$ cat src/rtl/morse_tx_sequencer_if.sv
// Character handshake between the Morse character source and the key-line sequencer.
interface morse_tx_sequencer_if;
   logic       sym_valid;
   logic [2:0] sym_len;
   logic [4:0] sym_bits;
   logic       sym_ready;

   modport master (output sym_valid, sym_len, sym_bits, input sym_ready);
   modport slave  (input sym_valid, sym_len, sym_bits, output sym_ready);
endinterface

$ cat src/rtl/morse_tx_sequencer.sv
// Morse key-line sequencer: plays one character as dots/dashes with inter-element,
// inter-character and word gaps, all paced by ce ticks and a per-character unit length.
module morse_tx_sequencer #(
   parameter int unsigned UNIT_W = 16
) (
   input  logic                 clk,
   input  logic                 rst_n,
   input  logic                 ce,
   input  logic                 enable,
   input  logic [UNIT_W-1:0]    unit_ticks,
   morse_tx_sequencer_if.slave  sym,
   output logic                 key_out,
   output logic                 busy,
   output logic                 done
);

   typedef enum logic [1:0] {IDLE, MARK, GAP, LGAP} state_t;

   state_t            state, state_n;
   logic [UNIT_W-1:0] tick, tick_n, ut, ut_n, ut_in;
   logic [2:0]        units, units_n, idx, idx_n, len, len_n, idx_next;
   logic [4:0]        bits, bits_n;
   logic              key_n, busy_n, done_n;
   logic              accept, phase_end;

   // Gated by rst_n so the handshake also reads 0 while reset is held.
   assign sym.sym_ready = rst_n && enable && (state == IDLE);
   assign accept        = sym.sym_valid && sym.sym_ready;
   assign ut_in         = (unit_ticks == '0) ? UNIT_W'(1) : unit_ticks;
   assign phase_end     = ce && (tick == '0) && (units == '0);
   assign idx_next      = idx + 3'd1;

   always_comb begin
      state_n = state;
      tick_n  = tick;
      units_n = units;
      idx_n   = idx;
      len_n   = len;
      bits_n  = bits;
      ut_n    = ut;
      done_n  = 1'b0;
      if (state != IDLE && !enable) begin
         state_n = IDLE;
      end else if (state == IDLE) begin
         if (accept) begin
            bits_n = sym.sym_bits;
            len_n  = (sym.sym_len > 3'd5) ? 3'd5 : sym.sym_len;
            ut_n   = ut_in;
            tick_n = ut_in - UNIT_W'(1);
            idx_n  = '0;
            if (sym.sym_len == '0) begin
               state_n = LGAP;
               units_n = 3'd6;
            end else begin
               state_n = MARK;
               units_n = sym.sym_bits[0] ? 3'd2 : 3'd0;
            end
         end
      end else if (phase_end) begin
         tick_n = ut - UNIT_W'(1);
         case (state)
            MARK: begin
               if (idx_next < len) begin
                  state_n = GAP;
                  units_n = 3'd0;
               end else begin
                  state_n = LGAP;
                  units_n = 3'd2;
               end
            end
            GAP: begin
               state_n = MARK;
               idx_n   = idx_next;
               units_n = bits[idx_next] ? 3'd2 : 3'd0;
            end
            LGAP: begin
               state_n = IDLE;
               done_n  = 1'b1;
            end
            default: ;
         endcase
      end else if (ce) begin
         if (tick == '0) begin
            units_n = units - 3'd1;
            tick_n  = ut - UNIT_W'(1);
         end else begin
            tick_n = tick - UNIT_W'(1);
         end
      end
      key_n  = (state_n == MARK);
      busy_n = (state_n != IDLE);
   end

   always_ff @(posedge clk or negedge rst_n) begin
      if (!rst_n) begin
         state   <= IDLE;
         tick    <= '0;
         units   <= '0;
         idx     <= '0;
         len     <= '0;
         bits    <= '0;
         ut      <= '0;
         key_out <= 1'b0;
         busy    <= 1'b0;
         done    <= 1'b0;
      end else begin
         state   <= state_n;
         tick    <= tick_n;
         units   <= units_n;
         idx     <= idx_n;
         len     <= len_n;
         bits    <= bits_n;
         ut      <= ut_n;
         key_out <= key_n;
         busy    <= busy_n;
         done    <= done_n;
      end
   end

endmodule

$ cat src/flat_wrapper.sv
// flat-port wrapper written by rule: the top's interface ports become plain ports
module morse_tx_sequencer_flat 
#(
   parameter int unsigned UNIT_W = 16
)
  (clk, rst_n, ce, enable, unit_ticks, key_out, busy, done, sym_sym_valid, sym_sym_len, sym_sym_bits, sym_sym_ready);
  morse_tx_sequencer_if sym_i ();
  input  logic clk;
  input  logic rst_n;
  input  logic ce;
  input  logic enable;
  input  logic [UNIT_W-1:0] unit_ticks;
  output logic key_out;
  output logic busy;
  output logic done;
  input wire logic [$bits(sym_i.sym_valid)-1:0] sym_sym_valid;
  input wire logic [$bits(sym_i.sym_len)-1:0] sym_sym_len;
  input wire logic [$bits(sym_i.sym_bits)-1:0] sym_sym_bits;
  output wire logic [$bits(sym_i.sym_ready)-1:0] sym_sym_ready;
  assign sym_i.sym_valid = sym_sym_valid;
  assign sym_i.sym_len = sym_sym_len;
  assign sym_i.sym_bits = sym_sym_bits;
  assign sym_sym_ready = sym_i.sym_ready;
  morse_tx_sequencer #(.UNIT_W(UNIT_W)) u_core (.clk(clk), .rst_n(rst_n), .ce(ce), .enable(enable), .unit_ticks(unit_ticks), .sym(sym_i), .key_out(key_out), .busy(busy), .done(done));
endmodule
$ cat config.mk
export PLATFORM = sky130hd
export DESIGN_NAME = morse_tx_sequencer_flat
export DESIGN_NICKNAME = d
export VERILOG_FILES = /design/src/rtl/morse_tx_sequencer_if.sv /design/src/rtl/morse_tx_sequencer.sv /design/src/flat_wrapper.sv
export SDC_FILE = /design/constraint.sdc
export NUM_CORES = 1
export LEC_CHECK = 0
export ABC_CLOCK_PERIOD_IN_PS = 5100
export BUFFER_PORTS_ARGS = -buffer_cell sky130_fd_sc_hd__clkbuf_2
export CAP_MARGIN = 20
export CORE_MARGIN = 1
export CORE_UTILIZATION = 60
export DETAILED_ROUTE_END_ITERATION = 12
export HOLD_SLACK_MARGIN = 0.1
export PLACE_DENSITY = 0.81
export SLEW_MARGIN = 20
export SYNTH_ARGS = -nofsm -noshare
export SYNTH_HDL_FRONTEND = slang
export SYNTH_SLANG_ARGS = --single-unit
export TNS_END_PERCENT = 10
$ cat constraint.sdc
create_clock -name clk -period 5.1 [get_ports clk]
set_clock_uncertainty 0.05 [all_clocks]
set_input_delay 0.255 -clock clk [delete_from_list [all_inputs] [get_ports clk]]
set_output_delay 0.255 -clock clk [all_outputs]
set_load 0.01 [all_outputs]
==> key figures, run 1 <==
Logic synthesis
  • Main combinational cell family by area after synthesis: simple AND/OR/NAND/NOR gates
  • Post-synth cell types: a little over 60
  • Ys flop type: dfrtp_1
  • Post-Syn Instances: between 300 and 400
  • Syn_area_per_cell: 9.32 µm²
  • Synthesis Warnings: 0
  • Most common cell in the netlist: dfrtp_1
  • Synth Area in Adders: 0.0537
  • Seq/Total Area, Yosys: 0.365
  • Fraction of synthesized area in multiplexers: 0.0920
  • Area leader, netlist: dfrtp_1
  • Synth Register Bits: 51
  • Top post-synthesis cells by area: dfrtp_1, mux2_2, ha_1
  • Simple-gate portion of the synthesized area: 0.223
  • Post-synth ARST share: 1.00
  • Post-synth top cells: dfrtp_1, nand2_1, nor2_1
  • Post-synth EDFFs: 0
  • Post-Syn Area: around 3500 µm²
  • Mapped Nets: 419
  • XOR/XNOR Fraction of Synth Area: 0.0878
  • Synth Area in Compound Gates: 0.143
  • Share of the synthesized area in the top cell type: 0.365

Drt
  • Drt pass-1 iters: 5
  • Vias per inst: between 6 and 7
  • Antenna viol nets, final: 0
  • Routed wire per std cell: around 17 µm
  • Post-route DRC: 0
  • Routed via count: between 2000 and 3000
  • Initial DRC count: ~400
  • WL final: approximately 8000 µm

STA
  • Fin crit period: between 3000 and 4000 ps
  • Final Hold Vio Count: 0
  • Final setup margin: 2030 ps
  • Max frequency: roughly 0.33 GHz
  • Worst slew pin tran: slightly above 1000 ps
  • Setup TNS: 0 ps
  • Unrepaired setup endpoints after global routing: no
  • Max_slew headroom: 0.327
  • Tcrit/Tclk final: 0.601
  • Slew Viols, Final: 0
  • Count of final setup violators: 0

GRT
  • First-pass GRT wire length: about 13000 µm
  • Initial antenna violation count: 0
  • Vias in the first global route: around 2700
  • GR Overflow Total: 0
  • Largest net degree at the start of global routing: 55
  • GRT Total Usage: 0.282

Worst setup path
  • Worst path arrival time: approximately 3200 ps
  • Worst path required time: 5240 ps
  • Setup CP Type: in2reg
  • Worst setup path start: rst_n
  • Register-to-register setup slack: roughly 2300 ps
  • Worst setup EP type: flip-flop
  • Worst R2R Path Depth: 8
  • CP max FO: 54
  • CP Launch Type: primary input
  • Setup crit end: u_core.ut[10]
  • R2R Path Start: u_core.tick[0]
  • Critical R2R Capture: u_core.busy

Cells and area
  • Ant. Diodes: 0
  • Fin nets: 447
  • Area grow syn2layout: 8.49%
  • Sequential cell area: 1280 µm²
  • Filler Cells Inserted: approximately 460
  • Ratio of cells with drive above 1 in the final layout: 0.191
  • Multi-input logic area: roughly 2100 µm²
  • Design area: around 3800 µm²

Placed design
  • Post-DP Area: approximately 3700 µm²
  • GPL Wtd Cong: around 0.91
  • DP HPWL: approximately 6000 µm
  • Pre-CTS worst setup slack: about 2200 ps
  • IO buf count: 32

CTS
  • Clock Tree Root: clkbuf_8
  • # H-tree levels: 2
  • CTS tree: yes
  • PostCTS Resize Cnt: 0
  • CTS Buf Count: 5
  • Clock slew at reported path FFs: roughly 90 ps
  • Worst skew pair latency: approximately 300 ps
  • Clock buffer depth: 2
  • Post-CTS Repair Setup Buffers: 0
  • Clock Sinks: a little over 50
  • Cts hold-fix bufs: 1

Power
  • Peak supply drop: approximately 0.28 mV
  • Power Density: 513 nW/µm²
  • Leak pwr: approximately 0.0016 µW
  • Total power: between 1500 and 2000 µW

Floorplan
  • Core footprint: roughly 5600 µm²
  • Top Ports: 33
  • Die Ht: 78.3 µm
  • Initial Utilization: 0.627
  • Die area: around 6100 µm²
  • Core Rows: 27
  • Die Width: about 78 µm

Outcome
  • Outcome: complete, no violations

Min path
  • Class of the worst hold path: in2reg

Job
  • Max-Cap Viols: 0
-- routing by layer --
layer,vias to the layer above,global-route usage,share of wire
met5,-,0,0
met2,113,0.419,0.44
li1,1421,-,-
met1,1397,0.425,0.49
met4,0,0.0852,0.016
met3,12,0.0395,0.054
-- cell usage in the layout, fill, tap and decap left out, types with 5 or more instances in the layout --
master and count:
o21ai_0 17, mux2_2 23, dfrtp_1 51, inv_1 15
nand3_1 6, nand4_1 6, xor2_1 17, xnor2_1 18
clkbuf_8 5, ha_1 15, nand2_1 37, nor3_1 19
clkbuf_2 32, a21oi_1 18, nor4_1 5, nor2_1 27
-- logic make-up (layout without fill, tap and decap cells) --
family,count (synthesis),after routing
buffers and inverters,30,59
multiplexers,28,28
XOR/XNOR,35,35
adder cells (fa/ha/maj),15,15
AO/OA/AOI/OAI,76,76
flip-flops,51,51
AND/OR/NAND/NOR,140,140
-- critical path, cell delays in order --
cell	delay (ps)
dlygate4sd3_1	520
clkbuf_2	90
buf_4	520
and4_1	560
nand2_1	680
mux2_2	530
-- where the power goes --
part | internal (µW) | switching, µW | total, µW
logic | 425 | 485 | 910
clock network | 96.7 | 132 | 229
registers | 584 | 220 | 804
total | 1110 | 837 | 1940
-- worst min path at each step --
stage                         start              end  slack [ps]  cells past startpoint
floorplan                     rst_n   u_core.bits[0]         -90                      0
global placement              rst_n  u_core.units[1]         360                      2
detailed placement            rst_n  u_core.units[2]         370                      2
CTS                 sym_sym_bits[4]   u_core.bits[4]         130                      2
global route        sym_sym_bits[4]   u_core.bits[4]         120                      2
finish              sym_sym_bits[4]   u_core.bits[4]         130                      2
-- registers in the layout (all words and copies together) (netlist names), 2 cells and up --
register and count:
u_core.tick 16, u_core.ut 16, u_core.bits 5, u_core.idx 3
u_core.len 3, u_core.units 3, u_core.state 2
-- layout make-up --
type | instances | share of cell area
Tap cell | 72 | 0.0238
Multi-Input combinational cell | 294 | 0.552
Inverter | 15 | 0.0149
Timing Repair Buffer | 36 | 0.0508
Sequential cell | 51 | 0.337
Clock inverter | 1 | 0.00132
Clock buffer | 7 | 0.0201
-- metrics by stage --
step | hold WS, ps | util | instances
global placement | 362 | 0.664 | 467
detailed placement | 366 | 0.664 | 467
global route | 124 | 0.680 | 476
CTS | 126 | 0.680 | 476
finish | 133 | 0.680 | 476
floorplan | -90.6 | - | 375
No activity file was read; power rests on OpenSTA's default activity.
==> inputs of run 2 (changes only) <==
--- a/config.mk
+++ b/config.mk
@@ -5,14 +5,15 @@
 export SDC_FILE = /design/constraint.sdc
 export NUM_CORES = 1
 export LEC_CHECK = 0
-export ABC_CLOCK_PERIOD_IN_PS = 5100
+export ABC_AREA = 1
+export ABC_CLOCK_PERIOD_IN_PS = 2900
 export BUFFER_PORTS_ARGS = -buffer_cell sky130_fd_sc_hd__clkbuf_2
 export CAP_MARGIN = 20
 export CORE_MARGIN = 1
 export CORE_UTILIZATION = 60
 export DETAILED_ROUTE_END_ITERATION = 12
 export HOLD_SLACK_MARGIN = 0.1
-export PLACE_DENSITY = 0.81
+export PLACE_DENSITY = 0.8
 export SLEW_MARGIN = 20
 export SYNTH_ARGS = -nofsm -noshare
 export SYNTH_HDL_FRONTEND = slang
==> constraint.sdc (replaced) <==
create_clock -name clk -period 2.9 [get_ports clk]
set_clock_uncertainty 0.05 [all_clocks]
set_input_delay 0.145 -clock clk [delete_from_list [all_inputs] [get_ports clk]]
set_output_delay 0.145 -clock clk [all_outputs]
set_load 0.01 [all_outputs]
==> key figures, run 2 <==
Outcome
  • Outcome: complete, no violations (unchanged)

Worst setup path
  • Setup CP Type: in2reg (unchanged)
  • Worst path arrival time: 2870 ps (was 3200 ps)
  • Worst setup EP type: flip-flop (unchanged)
  • Worst R2R Path Depth: 9 (was 8)
  • R2R Path Start: u_core.state[0] (was u_core.tick[0])
  • Worst setup path start: unit_ticks[12] (was rst_n)
  • Worst path required time: 3060 ps (was 5240 ps)
  • CP Launch Type: primary input (unchanged)
  • CP max FO: 6 (was 54)

Min path
  • Min-Delay Path Depth: 3 (was 2)
  • Class of the worst hold path: in2reg (unchanged)
  • Hold path start: sym_sym_len[2] (was sym_sym_bits[4])

Logic synthesis
  • Synthesis Warnings: 0 (unchanged)
  • Seq/Total Area, Yosys: 0.328 (was 0.365)
  • Post-Syn Instances: 587 (was 375)
  • Ys flop type: dfrtp_1 (unchanged)
  • Synth Register Bits: 51 (unchanged)
  • Syn_area_per_cell: 6.62 µm² (was 9.32 µm²)
  • Post-synth ARST share: 1.00 (unchanged)
  • Post-Syn Area: 3890 µm² (was 3490 µm²)
  • Share of the synthesized area in the top cell type: 0.328 (was 0.365)
  • Post-synth cell types: 35 (was 62)
  • Post-synth top cells: nand2_1, nor2_1, inv_1 (was dfrtp_1, nand2_1, nor2_1)
  • Most common cell in the netlist: nand2_1 (was dfrtp_1)
  • Top post-synthesis cells by area: dfrtp_1, nand2_1, nand3_1 (was dfrtp_1, mux2_2, ha_1)
  • Post-synth EDFFs: 0 (unchanged)
  • Area leader, netlist: dfrtp_1 (unchanged)
  • Mapped Nets: 631 (was 419)

Floorplan
  • Die Width: 82.5 µm (was 78.3 µm)
  • Core footprint: 6100 µm² (was 5570 µm²)
  • Initial Utilization: 0.638 (was 0.627)
  • Die area: 6810 µm² (was 6130 µm²)
  • Core Rows: 28 (was 27)
  • Top Ports: 33 (unchanged)
  • Die Ht: 82.5 µm (was 78.3 µm)

CTS
  • CTS Buf Count: 5 (unchanged)
  • Clock buffer depth: 2 (unchanged)
  • Worst skew pair latency: 310 ps (was 300 ps)
  • # H-tree levels: 2 (unchanged)
  • CTS tree: yes (unchanged)
  • Clock slew at reported path FFs: 100 ps (was 90 ps)
  • PostCTS Resize Cnt: 0 (unchanged)
  • Clock Tree Root: clkbuf_8 (unchanged)
  • Clock Sinks: 51 (unchanged)

Drt
  • Drt pass-1 iters: 5 (unchanged)
  • WL final: 10400 µm (was 8020 µm)
  • Routed via count: 3957 (was 2943)
  • Vias per inst: 5.52 (was 6.18)
  • Post-route DRC: 0 (unchanged)
  • Antenna viol nets, final: 0 (unchanged)
  • Initial DRC count: 385 (was 399)
  • Routed wire per std cell: 14.6 µm (was 16.8 µm)

STA
  • Unrepaired setup endpoints after global routing: no (unchanged)
  • Fin crit period: 2700 ps
  • Tcrit/Tclk final: 0.933
  • Max_slew headroom: 0.559 (was 0.327)
  • Slew Viols, Final: 0 (unchanged)
  • Worst slew pin tran: 661 ps (was 1010 ps)
  • Final Hold Vio Count: 0 (unchanged)
  • Max frequency: around 0.37 GHz
  • Count of final setup violators: 0 (unchanged)
  • Setup TNS: 0 ps (unchanged)
  • Final setup margin: 195 ps (was 2030 ps)

Power
  • Leak pwr: 0.00224 µW (was 0.00164 µW)
  • Power Density: 880 nW/µm² (was 513 nW/µm²)
  • Peak supply drop: 0.572 mV (was 0.277 mV)
  • Total power: 3920 µW (was 1940 µW)

Placed design
  • IO buf count: 32 (unchanged)
  • Pre-CTS worst setup slack: 554 ps (was 2240 ps)
  • Inst Count DP: 686 (was 467)
  • GPL Wtd Cong: 0.983 (was 0.907)
  • DP HPWL: 7520 µm (was 5980 µm)

Cells and area
  • Most common cell after layout, fill and taps aside: nand2_1 (was dfrtp_1)
  • Filler Cells Inserted: 520 (was 457)
  • Most frequent cells in the layout: nand2_1, nor2_1, inv_1 (was dfrtp_1, nand2_1, clkbuf_2)
  • Area grow syn2layout: 14.5% (was 8.49%)
  • Multi-input logic area: 2290 µm² (was 2090 µm²)
  • Biggest regs: u_core.tick: 16 flops, u_core.ut: 16 flops, u_core.bits: 5 flops (unchanged)
  • Fin nets: 685 (was 447)
  • Ant. Diodes: 0 (unchanged)
  • Sequential cell area: 1280 µm² (unchanged)
  • Ratio of cells with drive above 1 in the final layout: 0.118 (was 0.191)
  • Finished Layout Cells: 717 (was 476)

GRT
  • Vias in the first global route: 3684 (was 2701)
  • Initial antenna violation count: 0 (unchanged)
  • Met3 Use GR: 0.0560 (was 0.0395)
  • First-pass GRT wire length: 17500 µm (was 13300 µm)
  • GR Overflow Total: 0 (unchanged)
  • GRT busiest layer: met2 (was met1)
  • Largest net degree at the start of global routing: 52 (was 55)
  • Met2 Track Usage GR: 0.530 (was 0.419)
  • Met1 Use GR: 0.492 (was 0.425)
  • GRT Total Usage: 0.343 (was 0.282)

Job
  • Max-Cap Viols: 0 (unchanged)
run 2: logic make-up (layout without fill, tap and decap cells):
family	Yosys count	count (layout)	share of synthesized area
compound gates	82	82	0.114
xor+xnor	14	14	0.0315
fa+ha+maj	15	15	0.0483
buf+inv	81	136	0.0827
flops	51	51	0.328
simple gates	344	344	0.396
run 2: worst paths after layout:
path	to	slack [ps]
max	u_core.tick[12]	200
min reg2reg	u_core.units[1]	450
max in group asynchronous	u_core.tick[12]	1850
max reg2reg	u_core.len[1]	300
min in group asynchronous	u_core.tick[5]	500
min	u_core.len[2]	90
run 2: per-layer routing:
layer	up-vias	wire length, µm	share of wire
li1	1979	-	-
met1	1818	5000	0.48
met2	142	4580	0.44
met3	18	634	0.061
met4	0	235	0.023
met5	-	0	0
run 2: power by group:
group / internal [µW] / switching (µW)
sequential: 1030 / 319
combinational: 716 / 1350
clock: 257 / 251
run 2: timing repair:
item | in CTS | in global routing
endpoints found under the hold margin | 72 | 0
hold buffers | 23 | 0
setup buffers | 0 | 0
run 2: stage by stage:
step / util / area [µm²] / hold slack (ps)
after floorplan: - / 3890 / -201
after global placement: 0.674 / 4110 / 294
after detailed placement: 0.674 / 4110 / 293
after CTS: 0.731 / 4450 / 100
after global routing: 0.731 / 4450 / 116
final: 0.731 / 4450 / 94.8
run 2: layout make-up:
class	count	share of cell area
multi-input combinational	455	0.514
sequential	51	0.287
timing repair buffer	59	0.0944
inverter	69	0.0582
tap	75	0.0211
clock buffer	5	0.0155
clock inverter	3	0.00983
run 2: worst max-delay path, stage by stage:
cell	delay [ps]
dlygate4sd3_1	540
clkbuf_2	180
nor2_1	90
nand2_1	90
nor2_1	50
nand2_1	130
nand2_1	160
inv_1	120
ha_1	190
nand2_1	150
nor2_1	290
nand3_1	160
a21oi_1	150
o21ai_0	170
nand2_1	100
inv_1	40
nand2_1	60
nand2_1	40
